**src/rtl/alu_pkg.sv**
```systemverilog
// Shared definitions for the 4-bit ALU and its downstream stages.
//   ALU_IN_W / ALU_OUT_W : operand width and registered result (C) width
//   alu_op_e             : ALU opcode encoding
//   acc_state_e          : result accumulator control states
package alu_pkg;

    localparam int ALU_IN_W  = 4;
    // One extra bit holds the carry/borrow of a 4-bit add or subtract.
    localparam int ALU_OUT_W = ALU_IN_W + 1;

    typedef enum logic [1:0] {
        ADD    = 2'b00,
        SUB    = 2'b01,
        INV    = 2'b10,
        RED_OR = 2'b11
    } alu_op_e;

    typedef enum logic {
        ACCUM = 1'b0,
        HOLD  = 1'b1
    } acc_state_e;

endpackage

```
**src/rtl/alu_result_accumulator_if.sv**
```systemverilog
// Handshake bundle between the ALU, the result accumulator and its consumer.
//   in_valid/in_data/in_ready : sample stream into the accumulator
//   flush                     : request emission of a partial batch
//   out_valid/out_ready       : batch result handshake
//   out_sum/out_sat/out_count : batch result payload
// The slave modport is the accumulator's view; master is the driver side.
interface alu_result_accumulator_if #(
    parameter int IN_W  = 5,
    parameter int ACC_W = 8
);
    logic             in_valid;
    logic [IN_W-1:0]  in_data;
    logic             in_ready;
    logic             flush;
    logic             out_valid;
    logic             out_ready;
    logic [ACC_W-1:0] out_sum;
    logic             out_sat;
    logic [7:0]       out_count;

    modport master (
        output in_valid, in_data, flush, out_ready,
        input  in_ready, out_valid, out_sum, out_sat, out_count
    );

    modport slave (
        input  in_valid, in_data, flush, out_ready,
        output in_ready, out_valid, out_sum, out_sat, out_count
    );
endinterface

```
**src/rtl/alu_result_accumulator_sat_add.sv**
```systemverilog
// sat_add: combinational signed adder that clamps to the W-bit signed range.
//   i_a, i_b : signed addends
//   o_sum    : clamped sum in [-2^(W-1), 2^(W-1)-1]
//   o_ovf    : high when the clamp engaged
module sat_add #(
    parameter int W = 8
) (
    input  logic [W-1:0] i_a,
    input  logic [W-1:0] i_b,
    output logic [W-1:0] o_sum,
    output logic         o_ovf
);
    localparam logic [W-1:0] MAX_VAL = {1'b0, {(W-1){1'b1}}};
    localparam logic [W-1:0] MIN_VAL = {1'b1, {(W-1){1'b0}}};

    logic [W:0] w_wide;
    logic       w_pos_ovf;
    logic       w_neg_ovf;

    // One guard bit: the top two bits disagree exactly when the true sum
    // falls outside the W-bit signed range.
    assign w_wide    = {i_a[W-1], i_a} + {i_b[W-1], i_b};
    assign w_pos_ovf = ~w_wide[W] &  w_wide[W-1];
    assign w_neg_ovf =  w_wide[W] & ~w_wide[W-1];

    assign o_ovf = w_pos_ovf | w_neg_ovf;
    assign o_sum = w_pos_ovf ? MAX_VAL :
                   w_neg_ovf ? MIN_VAL :
                   w_wide[W-1:0];
endmodule

```
**src/rtl/alu_result_accumulator.sv**
```systemverilog
// alu_result_accumulator: saturating running sum over batches of ALU results.
//   clk   : system clock
//   reset : asynchronous active-high reset
//   bus   : slave side of alu_result_accumulator_if (sample in, batch out)
// A batch closes when BATCH samples are accepted, or early on flush when at
// least one sample is in it (a sample arriving with flush is included).
// The result is held until the consumer takes it; one bubble cycle follows.
//
// state | meaning
// ------+---------------------------------------------------------------
// ACCUM | in_ready=1, summing accepted samples into acc/cnt/sat
// HOLD  | out_valid=1, batch result frozen until out_ready
module alu_result_accumulator
    import alu_pkg::*;
#(
    parameter int IN_W  = ALU_OUT_W,
    parameter int ACC_W = 8,
    parameter int BATCH = 4
) (
    input  logic                        clk,
    input  logic                        reset,
    alu_result_accumulator_if.slave     bus
);
    acc_state_e       r_state;
    logic [ACC_W-1:0] r_acc;
    logic [7:0]       r_cnt;
    logic             r_sat;
    logic             r_out_valid;
    logic [ACC_W-1:0] r_out_sum;
    logic             r_out_sat;
    logic [7:0]       r_out_count;

    logic             w_in_ready;
    logic             w_accept;
    logic [ACC_W-1:0] w_in_ext;
    logic [ACC_W-1:0] w_add_sum;
    logic             w_add_ovf;
    logic [ACC_W-1:0] w_acc_next;
    logic [7:0]       w_cnt_next;
    logic             w_sat_next;
    logic             w_batch_full;
    logic             w_emit;
    logic             w_release;

    assign w_in_ready = (r_state == ACCUM);
    assign w_accept   = bus.in_valid & w_in_ready;
    assign w_in_ext   = {{(ACC_W-IN_W){bus.in_data[IN_W-1]}}, bus.in_data};

    sat_add #(.W(ACC_W)) u_sat_add (
        .i_a   (r_acc),
        .i_b   (w_in_ext),
        .o_sum (w_add_sum),
        .o_ovf (w_add_ovf)
    );

    // Post-update values; these are what an emitted batch reports.
    assign w_acc_next = w_accept ? w_add_sum : r_acc;
    assign w_cnt_next = w_accept ? r_cnt + 8'd1 : r_cnt;
    assign w_sat_next = r_sat | (w_accept & w_add_ovf);

    assign w_batch_full = w_accept & (w_cnt_next == 8'(BATCH));
    // An empty flush (no stored sample and nothing arriving) is dropped.
    assign w_emit       = w_batch_full |
                          (bus.flush & ((r_cnt != 8'd0) | w_accept));
    assign w_release    = r_out_valid & bus.out_ready;

    always_ff @(posedge clk or posedge reset) begin
        if (reset) begin
            r_state     <= ACCUM;
            r_acc       <= '0;
            r_cnt       <= '0;
            r_sat       <= 1'b0;
            r_out_valid <= 1'b0;
            r_out_sum   <= '0;
            r_out_sat   <= 1'b0;
            r_out_count <= '0;
        end else begin
            case (r_state)
                ACCUM: begin
                    r_acc <= w_acc_next;
                    r_cnt <= w_cnt_next;
                    r_sat <= w_sat_next;
                    if (w_emit) begin
                        r_state     <= HOLD;
                        r_out_valid <= 1'b1;
                        r_out_sum   <= w_acc_next;
                        r_out_sat   <= w_sat_next;
                        r_out_count <= w_cnt_next;
                    end
                end
                HOLD: begin
                    // Payload registers are left untouched so the consumer
                    // sees a stable result for as long as it stalls.
                    if (w_release) begin
                        r_state     <= ACCUM;
                        r_out_valid <= 1'b0;
                        r_acc       <= '0;
                        r_cnt       <= '0;
                        r_sat       <= 1'b0;
                    end
                end
                default: begin
                    r_state     <= ACCUM;
                    r_out_valid <= 1'b0;
                end
            endcase
        end
    end

    assign bus.in_ready  = w_in_ready;
    assign bus.out_valid = r_out_valid;
    assign bus.out_sum   = r_out_sum;
    assign bus.out_sat   = r_out_sat;
    assign bus.out_count = r_out_count;
endmodule

```
**src/flat_wrapper.sv**
```systemverilog
// flat-port wrapper written by rule: the top's interface ports become plain ports
module alu_result_accumulator_flat import alu_pkg::*;
#(
    parameter int IN_W  = ALU_OUT_W,
    parameter int ACC_W = 8,
    parameter int BATCH = 4
)
  (clk, reset, bus_in_valid, bus_in_data, bus_flush, bus_out_ready, bus_in_ready, bus_out_valid, bus_out_sum, bus_out_sat, bus_out_count);
  alu_result_accumulator_if #(.IN_W(IN_W), .ACC_W(ACC_W)) bus_i ();
  input  logic clk;
  input  logic reset;
  input wire logic [$bits(bus_i.in_valid)-1:0] bus_in_valid;
  input wire logic [$bits(bus_i.in_data)-1:0] bus_in_data;
  input wire logic [$bits(bus_i.flush)-1:0] bus_flush;
  input wire logic [$bits(bus_i.out_ready)-1:0] bus_out_ready;
  output wire logic [$bits(bus_i.in_ready)-1:0] bus_in_ready;
  output wire logic [$bits(bus_i.out_valid)-1:0] bus_out_valid;
  output wire logic [$bits(bus_i.out_sum)-1:0] bus_out_sum;
  output wire logic [$bits(bus_i.out_sat)-1:0] bus_out_sat;
  output wire logic [$bits(bus_i.out_count)-1:0] bus_out_count;
  assign bus_i.in_valid = bus_in_valid;
  assign bus_i.in_data = bus_in_data;
  assign bus_i.flush = bus_flush;
  assign bus_i.out_ready = bus_out_ready;
  assign bus_in_ready = bus_i.in_ready;
  assign bus_out_valid = bus_i.out_valid;
  assign bus_out_sum = bus_i.out_sum;
  assign bus_out_sat = bus_i.out_sat;
  assign bus_out_count = bus_i.out_count;
  alu_result_accumulator #(.IN_W(IN_W), .ACC_W(ACC_W), .BATCH(BATCH)) u_core (.clk(clk), .reset(reset), .bus(bus_i));
endmodule
```
**config.mk**
```make
export PLATFORM = sky130hd
export DESIGN_NAME = alu_result_accumulator_flat
export DESIGN_NICKNAME = d
export VERILOG_FILES = /design/src/rtl/alu_pkg.sv /design/src/rtl/alu_result_accumulator_if.sv /design/src/rtl/alu_result_accumulator_sat_add.sv /design/src/rtl/alu_result_accumulator.sv /design/src/flat_wrapper.sv
export SDC_FILE = /design/constraint.sdc
export NUM_CORES = 1
export LEC_CHECK = 0
export CAP_MARGIN = 20
export CORE_MARGIN = 2
export CORE_UTILIZATION = 45
export CTS_BUF_LIST = sky130_fd_sc_hd__clkbuf_8
export DETAILED_ROUTE_END_ITERATION = 6
export PLACE_DENSITY = 0.75
export SLEW_MARGIN = 30
export SYNTH_ARGS = -nofsm -noshare
export SYNTH_HDL_FRONTEND = slang
export SYNTH_HIERARCHICAL = 1
export SYNTH_SLANG_ARGS = --single-unit
```
**constraint.sdc**
```tcl
create_clock -name clk -period 6.94 [get_ports clk]
set_input_delay 0.694 -clock clk [delete_from_list [all_inputs] [get_ports clk]]
set_output_delay 0.694 -clock clk [all_outputs]
set_load 0.02 [all_outputs]
```
# Yosys cells after proc, flatten, opt, wreduce, memory -nomap -nowiden
# Cells that the tools add are included.
[totals] ff_bits=36 input_bits=10 out_inout_bits=19
[classes] add_sub_neg=2 eq_ne=3 n_mux=14 bitwise_logic=14 reduce_logical=3
[op_table] cell="two-way mux 8 bit" n=5
[op_table] cell="case mux 8 bit (2 select lines)" n=2
[op_table] cell="adder 8 x 5 -> 9 bit" n=1
[op_table] cell="adder 8 x 1 -> 8 bit (second input constant)" n=1
[op_table] cell="equality test 8 x 3 -> 1 bit (second input constant)" n=1
[op_table] cell="nonzero test 8 bit" n=1
[op_table] cell="AND 1 bit" n=7
[op_table] cell="case mux 1 bit (2 select lines)" n=3
[op_table] cell="two-way mux 1 bit" n=4
[op_table] cell="inequality test 2 bit (second input constant)" n=2
[op_table] cell="OR 1 bit" n=4
[op_table] cell="AND reduction 2 bit" n=2
[op_table] cell="inverter 1 bit" n=3

# Depth between registers and ports, before layout
# Gate-level depths: netlist of run 1.
[depth] depth_word=8 mapped_depth=16 depth_no_buf=16

# Cells and area by module
# Netlist of run 1, hierarchy kept.
[by_module_without_submodules] mod="alu_result_accumulator" instances=1 cells_each=236 area_per_inst_um2=2269.7 seq_area_each_um2=900.9
[by_module_without_submodules] mod="sat_add" instances=1 cells_each=57 area_per_inst_um2=424.2 seq_area_each_um2=0.0

# Least setup slack after synthesis of run 1
# No wires, ideal clock.
[synth_path] path_kind="input-to-reg" from="input bus_in_data[3]" to="register u_core.r_out_sum[6] (netlist: u_core/bus.out_sum[6])" arrival_ps=3141 setup_slack_ps=3669 stages=14 path_buffers=0 cell_sequence="ha_1 > a21oi_1 > nor2b_1 > a311o_1 > o31a_1 > xnor2_1 > ha_1 > nor2_1 > and3_1 > a211o_1 > mux2i_1 > nor2_1 > a221oi_1 > nand3_1"
[synth_between] elab_chain_cells=6 word_cells_on_any_way=8 cone_classes="add/sub: 1; mux: 3; bitwise: 4"
[synth_rtl] element="from (decl)" line_no="flat_wrapper.sv:13" text="input wire logic [$bits(bus_i.in_data)-1:0] bus_in_data;"
[synth_rtl] element="adder 8 x 5 -> 9 bit (*)" line_no="alu_result_accumulator_sat_add.sv:22" text="assign w_wide = {i_a[W-1], i_a} + {i_b[W-1], i_b};"
[synth_rtl] element="inverter 1 bit" line_no="alu_result_accumulator_sat_add.sv:24" text="assign w_neg_ovf = w_wide[W] & ~w_wide[W-1];"
[synth_rtl] element="AND 1 bit" line_no="alu_result_accumulator_sat_add.sv:24"
[synth_rtl] element="two-way mux 8 bit" line_no="alu_result_accumulator_sat_add.sv:28" text="w_neg_ovf ? MIN_VAL :"
[synth_rtl] element="two-way mux 8 bit (*)" line_no="alu_result_accumulator_sat_add.sv:27" text="assign o_sum = w_pos_ovf ? MAX_VAL :"
[synth_rtl] element="via u_core.w_add_sum[6]" line_no="alu_result_accumulator.sv:36" text="logic [ACC_W-1:0] w_add_sum;"
[synth_rtl] element="two-way mux 8 bit (*)" line_no="alu_result_accumulator.sv:57" text="assign w_acc_next = w_accept ? w_add_sum : r_acc;"
[synth_rtl] element="to (signal assigned)" line_no="alu_result_accumulator.sv:86" text="r_out_sum <= w_acc_next;"
[synth_rtl] element="to (decl)" line_no="alu_result_accumulator.sv:29" text="logic [ACC_W-1:0] r_out_sum;"
# The timed path passes the listed nets; every way through them passes the cells marked *.
# A chain may end at the register's enable or synchronous reset.

# Worst setup path after layout of run 1
[layout_path] from="input bus_in_data[1]" to="register u_core.r_out_sum[6] (netlist: u_core/bus.out_sum[6])"
# Same word-level chain as after synthesis.

==> summary.md, run 1 <==
| Metric | Value |
|---|---|
| Run status | complete, no violations |
| Buf/Inv on CP | 1 |
| Skew final | 6.18 ps |
| Clk Latency, worst-skew pair | 300 ps |
| CP Capture Type | flop |
| WP depth | 15 |
| Fillers | 545 |
| Die Area | 6620 um^2 |
| Cts bufs inserted | 5 |
| Final WL | 6.62 mm |
| GPL Wtd Cong | 0.851 |
| Post-detailed-route count of antenna-violating nets | 0 |
| Placement Rows | 28 |
| 1st-iter DRT viols | 156 |
| Critical-path cell list | clkdlybuf4s50_1, ha_1, a21oi_1, nor2b_1, a311o_1, o31a_1, xnor2_1, ha_1, nor2_1, and3_1, a211o_1, mux2i_1, nor2_1, a221oi_1, nand3_1 |
| Worst slew pin tran | 952 ps |
| Total of max-cap violations | 0 |
| Reg-to-Reg Start | u_core/r_acc[3]$_DFFE_PP0P_ |
| Ranking of synthesized cells by area | dfrtp_1 33%, ha_1 5.6%, o211ai_1 4.2% |
| Synth warn | 6 |
| Vias | 2407 |
| Post-CTS Resized | 0 |
| Startpoint types | primary input |
| Routed len/inst | 17.1 um |
| Clk buf depth | 2 |
| CTS Hold Buffers Added | 0 |
| Total grt overflow | 0 |
| Synth Area in XOR/XNOR | 2.93% |
| Setup slack at placement | 2970 ps |
| Critical path arrival | 3890 ps |
| Area Growth Syn to Fin | 14.9% |
| Initial Util | 46.0% |
| Die H | 81.4 um |
| Leakage | 1.32 nW |
| Switching pwr | 641 uW |
| Setup TNS | 0 ps |
| CTS tree | built |
| Final Hold Viols | 0 |
| Synth Area in Compound Gates | 28.5% |
| Hold-critical path depth | 2 |
| Most used DFF post-synth | dfrtp_1 |
| DRC | 0 |
| Final Max Slew Viols | 0 |
| Fmax | 0.269 GHz |
| Max FO, Critical Path | 4 |
| R2R depth | 14 |
| Post-synth EDFFs | 0 |
| Worst flop-to-flop path endpoint | u_core/bus.out_sum[6]$_DFFE_PP0P_ |
| Synth unique cells | 57 |
| Syn Area/Cell | 9.19 um^2 |
| Clk sinks | 36 |
| Clock Power Share | 14.4% |
| R2r setup slk | 3620 ps |
| Rel. slew slack | 36.4% |
| CTS clk-pin slew, worst paths | 70 ps |
| Initial antenna violation count | 0 |
| Final net count | 333 |
| Final-report setup violation count | 0 |
| Synth Net Count | 316 |
| Combinational share of power | 58.3% |
| Sw Ratio | 44.3% |
| Port bufs | 28 |
| # IOs | 29 |
| First-pass GRT wire length | 11.1 mm |
| Worst VDD drop | 0.000210 V |
| Diodes inserted | 0 |
| Pin count of the biggest net entering global routing | 37 |
| Via-to-Cell Ratio | 6.24 |
| CTS root buf | clkbuf_8 |
| Slowest stage delay, CP | 490 ps |
| Post-Synth Adder-Cell Area | 6.32% |
| Top-area cell type share of the netlist area | 33.4% |
| Final Cycle Share | 53.5% |
| Reg power frac | 27.3% |
| WP data required | 7120 ps |
| Crit Path Class | primary input to flop |
| Die X-Extent | 81.4 um |
| HPWL Detailed | 4.63 mm |
| Core Util, Final | 52.9% |
| Min-delay src | u_core/bus.out_count[1]$_DFFE_PP0P_ |
| RSZ-0062 raised after global routing | false |
| FFs w/ async S/R, synth | 100% |
| Post-Synth Simple-Gate Area | 19.8% |
| Power Dens Cells | 468 nW/um^2 |
| Slowest CP cell | clkdlybuf4s50_1 |
| Drt pass-1 iters | 4 |
| Post-CTS setup buffer count | 0 |
| CP delay by family, top | compound AO/OA/AOI/OAI gates |
| Mux contribution to synthesized area | 2.97% |
| Synth Register Bits | 36 |
| Synth Cell Area | 2690 um^2 |
| Internal | 806 uW |
| Min Clock Period, post-route | 3710 ps |
| Placeable Area | 5850 um^2 |
| Largest family of logic cells by synthesized area | compound AO/OA/AOI/OAI gates |
| Final WS setup | 3230 ps |
| GRT Total Usage | 21.8% |
| Synthesized instance count | 293 |
| Share of cells above drive strength 1 | 8.36% |
| Post-synthesis sequential area ratio | 33.4% |
| Vias in the first global route | 2374 |
| H-Tree Depth | 2 |
| Hold endpoint | u_core/bus.out_count[1]$_DFFE_PP0P_ |
| Hold Path Class | flop to flop |
| Leading area contributor after synthesis | dfrtp_1 |
==> area by class of cell <==
cell class | instances | area (um^2) | area share (%)
Timing Repair Buffer | 31 | 303 | 9.78
Sequential cell | 36 | 901 | 29.1
Inverter | 11 | 41.3 | 1.33
Multi-Input combinational cell | 225 | 1630 | 52.7
Tap cell | 75 | 93.8 | 3.03
Clock inverter | 1 | 30.0 | 0.970
Clock buffer | 7 | 96.3 | 3.11
==> Yosys cell counts, drive strengths merged, types with 2 or more instances <==
cell type and number:
a211oi 2, a21o 7, a21oi 16, a221oi 11, a22o 8, a22oi 3
a31oi 2, and2 12, and3 2, and4 2, buf 13, clkbuf 8
dfrtp 36, ha 12, inv 11, mux2i 8, nand2 22, nand2b 5
nand3 11, nand3b 2, nand4 11, nor2 15, nor2b 5, nor3 2
o211ai 15, o21a 3, o21ai 14, o31a 3, o31ai 6, or4 2
xnor2 4, xor2 5
==> power groups by stage <==
stage | clock [mW] | combinational [mW] | sequential [mW]
2_1_floorplan | 0 | 0.579 | 0.423
3_3_place_gp | 0 | 0.824 | 0.393
3_5_place_dp | 0 | 0.837 | 0.399
4_1_cts | 0.213 | 0.844 | 0.395
5_1_grt | 0.221 | 0.934 | 0.410
6_report | 0.209 | 0.843 | 0.396
==> flip-flops by register name (all words and copies together) (netlist names) <==
signal / count
u_core/bus.out_sum: 8
u_core/r_acc: 8
u_core/r_cnt: 8
u_core/bus.out_valid: 1
u_core/bus.out_count: 8
u_core/r_sat: 1
u_core/r_state: 1
u_core/bus.out_sat: 1
==> logic make-up (layout without fill, tap and decap cells) <==
family                     Yosys count  after routing
AOI/OAI and AO/OA                   98             98
and+or+nand+nor                     97             97
DFF                                 36             36
buffers and inverters               32             50
adders and majority gates           13             13
xor gates and xnor gates             9              9
muxes                                8              8
==> per-layer routing <==
layer,wire length [um],up-vias,global-route usage [%]
met3,294,7,3.44
met5,0,-,0
li1,-,1138,-
met4,94,0,10.5
met2,3390,70,35.7
met1,2840,1192,28.1
==> cells in the final DEF (no fill, tap or decap), types with 12 or more instances in the layout <==
master and instances:
dfrtp_1 36, and2_1 12, nand2_1 22, o211ai_1 15, ha_1 12, nor2_1 15
clkdlybuf4s50_1 28, a21oi_1 16
==> how the worst max path moves through the flow <==
stage / to / startpoint
floorplan: u_core/bus.out_sum[6]$_DFFE_PP0P_ / bus_in_data[3]
global placement: u_core/bus.out_sum[6]$_DFFE_PP0P_ / bus_in_data[4]
detailed placement: u_core/bus.out_sum[6]$_DFFE_PP0P_ / bus_in_data[1]
CTS: u_core/bus.out_sum[6]$_DFFE_PP0P_ / bus_in_data[1]
global route: u_core/bus.out_sum[6]$_DFFE_PP0P_ / bus_in_data[0]
finish: u_core/bus.out_sum[6]$_DFFE_PP0P_ / bus_in_data[1]
==> per-stage QoR <==
stage | cells | instance area (um^2) | power [mW] | hold WS [ps]
3_3_place_gp | 378 | 2970 | 1.22 | 498
3_5_place_dp | 378 | 2970 | 1.24 | 517
2_1_floorplan | 293 | 2690 | 1.00 | 479
6_report | 386 | 3100 | 1.45 | 545
5_1_grt | 386 | 3100 | 1.56 | 565
4_1_cts | 386 | 3100 | 1.45 | 545
==> worst min-delay path: cells and delay by family (launching register included) <==
family	cells	cell delay [ps]
DFF	1	390
and+or+nand+nor	1	50
AOI/OAI and AO/OA	1	70
(Power assumes the default switching activity.)
==> run 2, diff against run 1 <==
--- a/config.mk
+++ b/config.mk
@@ -10,7 +10,7 @@
 export CORE_UTILIZATION = 45
 export CTS_BUF_LIST = sky130_fd_sc_hd__clkbuf_8
 export DETAILED_ROUTE_END_ITERATION = 6
-export PLACE_DENSITY = 0.75
+export PLACE_DENSITY = 0.77
 export SLEW_MARGIN = 30
 export SYNTH_ARGS = -nofsm -noshare
 export SYNTH_HDL_FRONTEND = slang
==> constraint.sdc (replaced) <==
create_clock -name clk -period 3.2 [get_ports clk]
set_input_delay 0.32 -clock clk [delete_from_list [all_inputs] [get_ports clk]]
set_output_delay 0.32 -clock clk [all_outputs]
set_load 0.02 [all_outputs]
==> run 2 against run 1 <==
Compared with the run above:
- non-clock buffer count up 24
- setup slack worse by 3200 ps
- via count up 2.9%
- sequential cell count unchanged
- global-route usage down 0.35 points
- clock skew up 4.7 ps
- clock power up 92%
- critical path type unchanged
- critical endpoint unchanged
==> summary.md, run 2 (synthesized netlist as in run 1, its figures left out) <==
| Metric | Value |
|---|---|
| R2r setup slk | 70 ps (-3550 ps) |
| Startpoint types | primary input |
| Sw Ratio | 43.8% (-0.51 points) |
| Clk buf depth | 2 (unchanged) |
| Initial Util | 46.0% (unchanged) |
| Port bufs | 28 (unchanged) |
| Switching pwr | 1.49 mW (+130%) |
| Critical path arrival | 3310 ps (-580 ps) |
| Worst VDD drop | 0.000544 V (+160%) |
| Placement Rows | 28 (unchanged) |
| Die H | 81.4 um (unchanged) |
| Min Clock Period, post-route | 3150 ps |
| Final net count | 357 (+7.2%) |
| Critical Path Start | bus_in_data[0] |
| Worst Setup EP | u_core/bus.out_sum[6]$_DFFE_PP0P_ |
| Area of the multi-input gates | 1730 um^2 (+6.3%) |
| WP data required | 3360 ps (-3760 ps) |
| Reg power frac | 25.9% (-1.4 points) |
| Fmax | 0.318 GHz |
| Area Growth Syn to Fin | 25.2% |
| Total of max-cap violations | 0 (unchanged) |
| Cts bufs inserted | 5 (unchanged) |
| Diodes inserted | 0 (unchanged) |
| Combinational share of power | 62.4% (+4.1 points) |
| Initial antenna violation count | 0 (unchanged) |
| Register area | 903 um^2 (+0.28%) |
| Crit Path Class | primary input to flop |
| # IOs | 29 (unchanged) |
| Clk Latency, worst-skew pair | 300 ps (about the same) |
| Clk sinks | 36 (unchanged) |
| CTS tree | built |
| DRC | 0 (unchanged) |
| RSZ-0062 raised after global routing | true |
| Via-to-Cell Ratio | 6.04 (-3.1%) |
| Die X-Extent | 81.4 um (unchanged) |
| HPWL Detailed | 4.81 mm (+3.7%) |
| Final WL | 6.79 mm (+2.5%) |
| CTS root buf | clkbuf_8 |
| Max FO, Critical Path | 7 (+3) |
| R2R depth | 15 (+1) |
| Power Dens Cells | 1010 nW/um^2 (+120%) |
| Worst slew pin tran | 725 ps (-227 ps) |
| GRT Total Usage | 21.5% (-0.35 points) |
| Core Util, Final | 57.7% (+4.7 points) |
| Final Hold Viols | 0 (unchanged) |
| Share of cells above drive strength 1 | 20.0% (+12 points) |
| Final Cycle Share | 98.4% |
| Highest-count cells in the layout ignoring fill and taps | 34 x dfrtp_1, 26 x buf_4, 25 x clkdlybuf4s50_1 |
| Internal | 1.92 mW (+140%) |
| Final Max Slew Viols | 0 (unchanged) |
| Power Total | 3.41 mW (+140%) |
| GPL Wtd Cong | 0.851 (about the same) |
| H-Tree Depth | 2 (unchanged) |
| Vias | 2477 (+2.9%) |
| Vias in the first global route | 2350 (-1.0%) |
| Rel. slew slack | 51.7% (+15 points) |
| Final-report setup violation count | 0 (unchanged) |
| Most common cell after layout, fill and taps aside | dfrtp_1 |
| Placeable Area | 5850 um^2 (unchanged) |
| 1st-iter DRT viols | 150 (-3.8%) |
| Clock Power Share | 11.8% (-2.6 points) |
| Leakage | 1.46 nW (+11%) |
| Die Area | 6620 um^2 (unchanged) |
| Skew final | 10.9 ps (+4.68 ps) |
| Non-Filler Cell Area, Final | 3370 um^2 (+9.0%) |
| Post-detailed-route count of antenna-violating nets | 0 (unchanged) |
| Hold Path Class | primary input to async pin |
| Drt pass-1 iters | 4 (unchanged) |
| Worst flop-to-flop path endpoint | u_core/bus.out_sum[6]$_DFFE_PP0P_ |
| Fillers | 497 (-8.8%) |
| Routed len/inst | 16.6 um (-3.5%) |
| CP Capture Type | flop |
| Reg-to-Reg Start | u_core/r_acc[0]$_DFFE_PP0P_ |
| Run status | complete, no violations |
| CTS clk-pin slew, worst paths | 80 ps (about the same) |
| First-pass GRT wire length | 11.1 mm (-0.19%) |
| Total grt overflow | 0 (unchanged) |
| Pin count of the biggest net entering global routing | 37 (unchanged) |
| Post-DP Area | 3100 um^2 (+4.6%) |
| CTS Hold Buffers Added | 0 (unchanged) |
## run 2: metal layers
layer,vias up,part of all wire (%),global-route usage (%)
li1,1190,-,-
met1,1210,43,28.3
met2,62,51,35.4
met3,15,4.1,3.89
met4,0,1.8,7.29
met5,-,0,0
## run 2: stage by stage
| stage | setup WS [ps] | TNS, ps | std cells | hold WS, ps |
|---|---|---|---|---|
| after floorplan | 225 | 0 | 293 | 479 |
| after global placement | -172 | -546 | 396 | 498 |
| after detailed placement | -314 | -1610 | 396 | 507 |
| after CTS | 5.61 | 0 | 404 | 446 |
| after global routing | -102 | -150 | 410 | 494 |
| final | 52.7 | 0 | 410 | 422 |
## run 2: how the worst min path moves through the flow
stage / startpoint / to / slack [ps] / cells past startpoint
final: reset / u_core/r_sat$_DFFE_PP0P_ / 420 / 3
after CTS: reset / u_core/r_sat$_DFFE_PP0P_ / 450 / 3
after global routing: reset / u_core/r_sat$_DFFE_PP0P_ / 490 / 3
after global placement: u_core/bus.out_count[4]$_DFFE_PP0P_ / u_core/bus.out_count[4]$_DFFE_PP0P_ / 500 / 1
after detailed placement: u_core/bus.out_count[4]$_DFFE_PP0P_ / u_core/bus.out_count[4]$_DFFE_PP0P_ / 510 / 1
after floorplan: u_core/r_acc[2]$_DFFE_PP0P_ / u_core/r_acc[2]$_DFFE_PP0P_ / 480 / 1
## run 2: worst max-delay path: stages
cell and delay (ps):
clkdlybuf4s50_1 410, ha_2 180, inv_1 70, fa_2 200, nand2b_4 120, a21oi_1 70, o21ai_1 200, nand2b_1 130
buf_4 150, a221o_1 340, ha_4 200, a211o_1 290, mux2i_1 180, nor2_1 100, a221oi_2 240, nand3_1 100
## run 2: power groups by stage
stage,registers [mW],logic [mW],clock network [mW]
after CTS,0.867,1.95,0.408
after floorplan,0.917,1.25,0
after global routing,0.911,2.34,0.426
final,0.882,2.13,0.401
after detailed placement,0.874,1.93,0
after global placement,0.862,1.88,0
## run 2: timing repair
action,CTS,global route
pin swaps,0,18
gates resized for setup,1,23
endpoints found under the setup margin,1,6
buffers inserted,0,6
## run 2: area by class of cell
cell class / count / share of cell area, %
tap: 75 / 2.78
sequential: 36 / 26.8
multi-input combinational: 225 / 51.4
clock inverter: 3 / 1.15
timing repair buffer: 55 / 14.7
clock buffer: 5 / 2.04
inverter: 11 / 1.22
==> run 3, diff against run 2 <==
--- a/config.mk
+++ b/config.mk
@@ -6,13 +6,16 @@
 export NUM_CORES = 1
 export LEC_CHECK = 0
 export CAP_MARGIN = 20
+export CELL_PAD_IN_SITES_DETAIL_PLACEMENT = 0
+export CELL_PAD_IN_SITES_GLOBAL_PLACEMENT = 1
 export CORE_MARGIN = 2
-export CORE_UTILIZATION = 45
+export CORE_UTILIZATION = 41
 export CTS_BUF_LIST = sky130_fd_sc_hd__clkbuf_8
 export DETAILED_ROUTE_END_ITERATION = 6
-export PLACE_DENSITY = 0.77
+export PLACE_DENSITY = 0.88
 export SLEW_MARGIN = 30
 export SYNTH_ARGS = -nofsm -noshare
 export SYNTH_HDL_FRONTEND = slang
 export SYNTH_HIERARCHICAL = 1
 export SYNTH_SLANG_ARGS = --single-unit
+export TNS_END_PERCENT = 10
==> run 3 against run 2 <==
Compared with the run above:
- setup slack improved by 89 ps
- die area up 9.3%
- via count shrank 1.7%
- non-clock buffer count down 5
- wire length is 0.80% higher
- cell area is 1.3% lower
- sequential share of layout area is 0.28 points higher
==> summary.md, run 3 (synthesized netlist as in run 1, its figures left out) <==
| Metric | Value |
|---|---|
| Worst VDD drop | 0.000510 V (-6.2%) |
| R2r setup slk | 170 ps (+100 ps) |
| Skew final | 11.4 ps (+0.565 ps) |
| Placement Rows | 29 (+3.6%) |
| Power Dens Cells | 989 nW/um^2 (-2.1%) |
| Placeable Area | 6350 um^2 (+8.5%) |
| Diodes inserted | 0 (unchanged) |
| Pin count of the biggest net entering global routing | 37 (unchanged) |
| Final WS setup | 142 ps (+89.3 ps) |
| Die Area | 7230 um^2 (+9.3%) |
| Setup slack at placement | -313 ps (+1.32 ps) |
| Run status | complete, no violations |
| Crit Path Class | primary input to flop |
| Total of max-cap violations | 0 (unchanged) |
| Most common cell after layout, fill and taps aside | dfrtp_1 |
| Post-DP Area | 3110 um^2 (+0.32%) |
| Slowest CP cell | clkdlybuf4s50_1 |
| Critical-path cell list | clkdlybuf4s50_1, ha_4, buf_4, a311o_1, o31a_1, xnor2_1, ha_2, buf_6, nor2_1, a211o_1, mux2i_1, nor2_2, a221oi_2, nand3_1 |
| Critical path arrival | 3230 ps (-80 ps) |
| First-pass GRT wire length | 11.6 mm (+4.5%) |
| R2R depth | 13 (-2) |
| Port bufs | 28 (unchanged) |
| CTS root buf | clkbuf_8 |
| GRT Total Usage | 19.6% (-1.8 points) |
| Share of cells above drive strength 1 | 19.1% (-0.91 points) |
| Worst flop-to-flop path endpoint | u_core/bus.out_sum[6]$_DFFE_PP0P_ |
| Clk Latency, worst-skew pair | 300 ps (about the same) |
| CP Capture Type | flop |
| Final WL | 6.84 mm (+0.80%) |
| Final Cycle Share | 95.6% (-2.8 points) |
| Layout Cells excl Fill | 407 (-0.73%) |
| # IOs | 29 (unchanged) |
| GPL Wtd Cong | 0.833 (-2.1%) |
| Rel. slew slack | 50.1% (-1.6 points) |
| Final-report setup violation count | 0 (unchanged) |
| Clk buf depth | 2 (unchanged) |
| Area of the multi-input gates | 1740 um^2 (+0.58%) |
| RSZ-0062 raised after global routing | false |
| Area Growth Syn to Fin | 23.6% |
| Slowest stage delay, CP | 520 ps (+110 ps) |
| Initial Util | 42.4% (-3.6 points) |
| Die X-Extent | 85.1 um (+4.5%) |
| CTS clk-pin slew, worst paths | 80 ps (about the same) |
| 1st-iter DRT viols | 163 (+8.7%) |
| Initial antenna violation count | 0 (unchanged) |
| Highest-count cells in the layout ignoring fill and taps | 36 x dfrtp_1, 26 x clkdlybuf4s50_1, 22 x nand2_1 |
| WP data required | 3370 ps (about the same) |
| Fillers | 590 (+19%) |
| Vias | 2436 (-1.7%) |
| Startpoint types | primary input |
| Leakage | 1.42 nW (-2.9%) |
| Register area | 901 um^2 (-0.28%) |
| Drt pass-1 iters | 4 (unchanged) |
| Final Hold Viols | 0 (unchanged) |
| Hold Path Class | primary input to async pin |
| HPWL Detailed | 4.84 mm (+0.64%) |
| Non-Filler Cell Area, Final | 3330 um^2 (-1.3%) |
| Min Clock Period, post-route | 3060 ps (-89.3 ps) |
| Vias in the first global route | 2423 (+3.1%) |
| Worst slew pin tran | 748 ps (+23.4 ps) |
| CTS Hold Buffers Added | 0 (unchanged) |
| Via-to-Cell Ratio | 5.99 (-0.93%) |
| Clk sinks | 36 (unchanged) |
| Final Max Slew Viols | 0 (unchanged) |
| Max FO, Critical Path | 3 (-4) |
| CTS tree | built |
| Total grt overflow | 0 (unchanged) |
| H-Tree Depth | 2 (unchanged) |
| Fmax | 0.327 GHz (+2.9%) |
| Reg-to-Reg Start | u_core/r_acc[2]$_DFFE_PP0P_ |
| Placed Cells | 399 (+0.76%) |
| Cts bufs inserted | 5 (unchanged) |
| Die H | 85.1 um (+4.5%) |
| Final net count | 352 (-1.4%) |
| Post-detailed-route count of antenna-violating nets | 0 (unchanged) |
| DRC | 0 (unchanged) |
| Routed len/inst | 16.8 um (+1.5%) |
-- run 3: worst max-delay path: cells and delay by family --
| kind | cells | cell delay (ps) |
|---|---|---|
| simple gates | 3 | 200 |
| compound gates | 4 | 1160 |
| mux | 1 | 170 |
| fa+ha+maj | 2 | 450 |
| buf+inv | 3 | 750 |
| xor+xnor | 1 | 180 |
-- run 3: metrics by stage --
stage          hold WS [ps]  TNS (ps)  util [%]  total power, mW
2_1_floorplan           479         0         -             2.17
3_3_place_gp            493      -949      49.0             2.76
3_5_place_dp            507     -1640      49.0             2.81
4_1_cts                 450         0      50.7             3.19
5_1_grt                 483         0      52.4             3.58
6_report                416         0      52.4             3.29
-- run 3: area by class of cell --
cell class                      instances  area share, %
Clock buffer                            6           2.48
Timing Repair Buffer                   50           13.6
Inverter                               11           1.24
Tap cell                               77           2.89
Sequential cell                        36           27.1
Clock inverter                          2          0.338
Multi-Input combinational cell        225           52.3
-- run 3: timing repair --
action	CTS	global route
setup endpoints to repair	1	7
gates resized for setup	3	22
pin swaps	4	16
setup buffers	1	0
-- run 3: worst max-delay path by stage --
stage	from	to	slack, ps
after CTS	u_core/r_acc[3]$_DFFE_PP0P_	u_core/bus.out_sum[6]$_DFFE_PP0P_	20
after global placement	bus_in_data[1]	u_core/bus.out_sum[6]$_DFFE_PP0P_	-230
after global routing	bus_in_data[4]	u_core/bus.out_sum[6]$_DFFE_PP0P_	5
after floorplan	u_core/r_acc[3]$_DFFE_PP0P_	u_core/bus.out_sum[6]$_DFFE_PP0P_	230
after detailed placement	bus_in_data[1]	u_core/bus.out_sum[6]$_DFFE_PP0P_	-310
final	bus_in_data[4]	u_core/bus.out_sum[6]$_DFFE_PP0P_	140
-- run 3: report_power, final --
group	leakage (nW)	internal, mW	switching, mW
combinational	0.932	1.01	1.05
sequential	0.441	0.638	0.249
clock	0.0486	0.172	0.176
-- run 3: routing by layer --
| layer | global-route usage [%] | part of all wire [%] | vias to the layer above |
|---|---|---|---|
| li1 | - | - | 1175 |
| met5 | 0 | 0 | - |
| met3 | 3.31 | 3.2 | 10 |
| met2 | 33.8 | 51 | 45 |
| met1 | 25.6 | 44 | 1206 |
| met4 | 5.19 | 1.4 | 0 |
